### config.mk
export PLATFORM = sky130hd
export DESIGN_NAME = vga_timing_gen
export DESIGN_NICKNAME = d
export VERILOG_FILES = /design/src/rtl/vga_timing_gen.sv
export SDC_FILE = /design/constraint.sdc
export NUM_CORES = 1
export LEC_CHECK = 0
export ABC_AREA = 1
export BUFFER_PORTS_ARGS = -buffer_cell sky130_fd_sc_hd__buf_2
export CAP_MARGIN = 10
export CORE_MARGIN = 2
export CORE_UTILIZATION = 30
export DETAILED_ROUTE_END_ITERATION = 10
export PLACE_DENSITY = 0.57
export SYNTH_ARGS = -nofsm -noshare
export SYNTH_HDL_FRONTEND = slang
export SYNTH_SLANG_ARGS = --single-unit
### constraint.sdc
create_clock -name osc_clk -period 2.4 [get_ports osc_clk]
set_input_delay 0.48 -clock osc_clk [delete_from_list [all_inputs] [get_ports osc_clk]]
set_output_delay 0.48 -clock osc_clk [all_outputs]
set_load 0.03 [all_outputs]
### src/rtl/vga_timing_gen.sv
// VGA raster timing generator: pixel-rate divider, h/v position counters and
// registered sync/blanking/strobe outputs, all aligned one osc_clk after the counters.
module vga_timing_gen #(
    parameter int unsigned CNT_W    = 11,
    parameter int unsigned H_ACTIVE = 640,
    parameter int unsigned H_FP     = 16,
    parameter int unsigned H_SW     = 96,
    parameter int unsigned H_BP     = 48,
    parameter int unsigned V_ACTIVE = 480,
    parameter int unsigned V_FP     = 10,
    parameter int unsigned V_SW     = 2,
    parameter int unsigned V_BP     = 33,
    parameter bit          HS_POL   = 1'b0,
    parameter bit          VS_POL   = 1'b0,
    parameter int unsigned PIX_DIV  = 1
) (
    input  logic             osc_clk,
    input  logic             RESET,
    input  logic             ENABLE,
    output logic             PIX_CE,
    output logic             H_SYNC,
    output logic             V_SYNC,
    output logic             VIDEO_ON,
    output logic [CNT_W-1:0] PIXEL_X,
    output logic [CNT_W-1:0] PIXEL_Y,
    output logic             LINE_END,
    output logic             FRAME_START
);

    localparam int unsigned DIV_W = (PIX_DIV > 1) ? $clog2(PIX_DIV) : 1;
    localparam logic [DIV_W-1:0] DIV_LAST = DIV_W'(PIX_DIV - 1);

    localparam logic [CNT_W-1:0] H_LAST   = CNT_W'(H_ACTIVE + H_FP + H_SW + H_BP - 1);
    localparam logic [CNT_W-1:0] H_VIS    = CNT_W'(H_ACTIVE);
    localparam logic [CNT_W-1:0] HS_START = CNT_W'(H_ACTIVE + H_FP);
    localparam logic [CNT_W-1:0] HS_END   = CNT_W'(H_ACTIVE + H_FP + H_SW);
    localparam logic [CNT_W-1:0] V_LAST   = CNT_W'(V_ACTIVE + V_FP + V_SW + V_BP - 1);
    localparam logic [CNT_W-1:0] V_VIS    = CNT_W'(V_ACTIVE);
    localparam logic [CNT_W-1:0] VS_START = CNT_W'(V_ACTIVE + V_FP);
    localparam logic [CNT_W-1:0] VS_END   = CNT_W'(V_ACTIVE + V_FP + V_SW);

    logic [DIV_W-1:0] div_q, div_d;
    logic [CNT_W-1:0] h_cnt_q, h_cnt_d, v_cnt_q, v_cnt_d;
    logic [CNT_W-1:0] x_q, x_d, y_q, y_d;
    logic             pix_ce_q, pix_ce_d, hs_q, hs_d, vs_q, vs_d, video_q, video_d;
    logic             line_end_q, line_end_d, frame_start_q, frame_start_d;
    logic             ce;

    always_comb begin
        ce            = (div_q == DIV_LAST);
        div_d         = div_q;
        h_cnt_d       = h_cnt_q;
        v_cnt_d       = v_cnt_q;
        x_d           = x_q;
        y_d           = y_q;
        video_d       = video_q;
        hs_d          = hs_q;
        vs_d          = vs_q;
        pix_ce_d      = 1'b0;
        line_end_d    = 1'b0;
        frame_start_d = 1'b0;

        if (!ENABLE) begin
            div_d   = '0;
            h_cnt_d = '0;
            v_cnt_d = '0;
            x_d     = '0;
            y_d     = '0;
            video_d = 1'b0;
            hs_d    = ~HS_POL;
            vs_d    = ~VS_POL;
        end else begin
            div_d = ce ? '0 : div_q + DIV_W'(1);
            if (ce) begin
                // Counters hold the pixel about to be presented; outputs latch it on this edge.
                h_cnt_d = (h_cnt_q == H_LAST) ? '0 : h_cnt_q + CNT_W'(1);
                if (h_cnt_q == H_LAST) begin
                    v_cnt_d = (v_cnt_q == V_LAST) ? '0 : v_cnt_q + CNT_W'(1);
                end
                pix_ce_d      = 1'b1;
                x_d           = h_cnt_q;
                y_d           = v_cnt_q;
                video_d       = (h_cnt_q < H_VIS) && (v_cnt_q < V_VIS);
                hs_d          = ((h_cnt_q >= HS_START) && (h_cnt_q < HS_END)) ? HS_POL : ~HS_POL;
                vs_d          = ((v_cnt_q >= VS_START) && (v_cnt_q < VS_END)) ? VS_POL : ~VS_POL;
                line_end_d    = (h_cnt_q == H_LAST);
                frame_start_d = (h_cnt_q == '0) && (v_cnt_q == '0);
            end
        end
    end

    always_ff @(posedge osc_clk or negedge RESET) begin
        if (!RESET) begin
            div_q         <= '0;
            h_cnt_q       <= '0;
            v_cnt_q       <= '0;
            x_q           <= '0;
            y_q           <= '0;
            video_q       <= 1'b0;
            hs_q          <= ~HS_POL;
            vs_q          <= ~VS_POL;
            pix_ce_q      <= 1'b0;
            line_end_q    <= 1'b0;
            frame_start_q <= 1'b0;
        end else begin
            div_q         <= div_d;
            h_cnt_q       <= h_cnt_d;
            v_cnt_q       <= v_cnt_d;
            x_q           <= x_d;
            y_q           <= y_d;
            video_q       <= video_d;
            hs_q          <= hs_d;
            vs_q          <= vs_d;
            pix_ce_q      <= pix_ce_d;
            line_end_q    <= line_end_d;
            frame_start_q <= frame_start_d;
        end
    end

    assign PIX_CE      = pix_ce_q;
    assign H_SYNC      = hs_q;
    assign V_SYNC      = vs_q;
    assign VIDEO_ON    = video_q;
    assign PIXEL_X     = x_q;
    assign PIXEL_Y     = y_q;
    assign LINE_END    = line_end_q;
    assign FRAME_START = frame_start_q;

endmodule

==> out/qor.yml <==
clocking:
  ctsHoldBuffers: 0
  clock_latency_ns: 0.30
  clock_tree.root_cell: "clkbuf_8"
  cts_resized: 0
  post-cts-setup-buffers: 0
  ctsHtreeMaxLevel: 2
  cts_made_buffers: 5
  clk_pin_slew_ns: 0.09
  cts_sinks: 50
  cts_buffer_depth: 2
  cts_tree: "built"
yosys:
  synth_nets: 273
  ys_ff_latch: 50
  async_flop_share_pct: 100
  synth_edf_count: 0
  synth_cell_type_count: 25
  ys_seq_area_share_pct: 56.2
  ys.flop_type: "dfrtp_1"
  syn_inst: 266
  yosysWarnings: 0
  syn_avg_cell_area_um2: 8.38
  netlist_area_um2: 2230
pwr:
  pwr-share-clk_pct: 34.6
  powerDensity_nw_per_um2: 551
  peakVddDrop_uv: 196
  internal-power_mw: 1.11
  sw_frac_of_total_pct: 22.4
  p_switching_mw: 0.319
  leakagePower_nw: 1.49
  combPwrFrac_pct: 5.1
  p_seq_share_pct: 60.3
sta:
  tightestPinTransition_ns: 0.539
  timing.fmax_mhz: 577
  setup_viol: 0
  fin_crit_sh_pct: 72.2
  max_slew_margin_pct: 64.1
  fin_setup_tns_ns: 0
  finalMaxSlewViolations: 0
  hold_violations: 0
  rsz0062_at_grt: "false"
  layout_setup_ws_ns: 0.667
  fin_crit_ns: 1.73
  finClkSkew_ns: 0.0145
floorplan:
  dieHeight_um: 90.2
  die_area_um2: 8140
  initial_core_util_pct: 30.9
  io_pins: 31
  core_um2: 7210
  rows: 31
  die_x_um: 90.2
route:
  firstDrtPassIters: 4
  drc_errors: 0
  final_antenna_net_count: 0
  vias: 1678
  wire_per_inst_um: 10.9
  drt_wl_total_um: 4350
  viasPerCell: 4.22
  drtIter0Drc: 44
worst_setup_path:
  path_class: "register to register"
  cp_max_fo: 11
  end_kind: "register"
  cp-start-kind: "register"
  worstPathRequired_ns: 2.65
  crit_arrival_ns: 1.98
layout:
  final_util_pct: 35.8
  antennaDiodeCount: 0
  final_cell_mix: "71 x nand2_1, 50 x inv_1, 48 x dfrtp_1"
  syn2layout_area_growth_pct: 16.0
  drive_gt1_share_pct: 15.7
  final_common_cell: "nand2_1"
  nNetsFinal: 305
min_path:
  hp-class: "input pin to asynchronous set/reset pin"
global_routing:
  antenna_found_initial: 0
  grt_pass1_vias: 1634
  grt_pass1_wl_um: 7650
  overflow: 0
  grt_max_degree: 29
  track_usage_pct: 11.7
placement:
  io_buffers: 30
  dpl_worst_slack_ns: 0.663
  gp_congestion: 0.868
  dp_hpwl_um: 3160
flow_run:
  drv_cap: 0
status:
  status: "completed"
## registers in the layout, indices dropped and copies added, names as in the netlist
| register | count |
|---|---|
| FRAME_START | 1 |
| H_SYNC | 1 |
| LINE_END | 1 |
| PIXEL_X | 11 |
| PIXEL_Y | 11 |
| PIX_CE | 1 |
| VIDEO_ON | 1 |
| V_SYNC | 1 |
| h_cnt_q | 11 |
| v_cnt_q | 11 |
## cell type report
| type | instances | area, um2 |
|---|---|---|
| Clock buffer | 8 | 90.1 |
| Fill cell | 769 | 4630 |
| Inverter | 51 | 191 |
| Multi-Input combinational cell | 158 | 749 |
| Sequential cell | 50 | 1250 |
| Tap cell | 99 | 124 |
| Timing Repair Buffer | 32 | 178 |
## logic make-up after synthesis
| kind of cell | Yosys count | share of synthesized area [%] |
|---|---|---|
| DFF | 50 | 56.2 |
| buffers and inverters | 58 | 10.2 |
| adders and majority gates | 4 | 2.24 |
| AOI/OAI and AO/OA | 12 | 2.81 |
| xor gates and xnor gates | 5 | 1.96 |
| and+or+nand+nor | 137 | 26.6 |
## metrics by stage
step / area, um2 / hold WS (ns) / power (mW) / std cells
after floorplan: 2230 / 0.184 / 0.914 / 266
after global placement: 2500 / 0.502 / 0.950 / 390
after detailed placement: 2500 / 0.502 / 0.951 / 390
after CTS: 2590 / 0.171 / 1.45 / 398
after global routing: 2590 / 0.190 / 1.49 / 398
final: 2590 / 0.154 / 1.43 / 398
## metal layers
metal	part of all wire [%]	global-route usage (%)	up-vias
met5	0	0	-
met4	1.7	4.74	0
met3	3.7	2.68	5
met2	43	17.7	31
met1	51	16.2	775
li1	-	-	867
## path summary, 6_finish.rpt
check	end	cells past startpoint	slack, ns	start
worst max-delay path	v_cnt_q[10]	7	0.67	h_cnt_q[0]
worst max register to register	v_cnt_q[10]	7	0.67	h_cnt_q[0]
max in group asynchronous	V_SYNC	2	1.64	RESET
worst min register to register	PIXEL_Y[6]	2	0.53	v_cnt_q[6]
worst min-delay path	h_cnt_q[5]	1	0.15	RESET
min in group osc_clk	PIX_CE	1	0.46	ENABLE
## synthesized netlist by cell type, types with 2 or more instances
cell     instances  area (um2)
buf_2            4        20.0
buf_1            2        7.51
xor2_1           4        35.0
nand3_1         19        95.1
nand4_1          4        25.0
nor3_1           4        20.0
a21oi_1          3        15.0
inv_1           50         188
nor2_1          31         116
nor4_1           2        12.5
dfstp_2          2        52.6
nor2_2           2        12.5
o21ai_0          7        35.0
ha_1             4        50.1
nand2_1         71         267
dfrtp_1         48        1200
## worst max-delay path, stage by stage, from the launching register on
cell and delay, ns:
dfrtp_1 0.45, ha_1 0.27, nand3_4 0.12, nor2_4 0.12, nand3_2 0.09, nor2_2 0.39
nand3_1 0.15, nand2_1 0.09
## power by group through the flow
stage          Clock, mW  Sequential (mW)  Combinational (mW)
2_1_floorplan          0            0.888              0.0260
3_3_place_gp           0            0.877              0.0737
3_5_place_dp           0            0.877              0.0746
4_1_cts            0.514            0.860              0.0744
5_1_grt            0.543            0.862              0.0822
6_report           0.494            0.860              0.0720
Power figures use the tool's default switching activity.
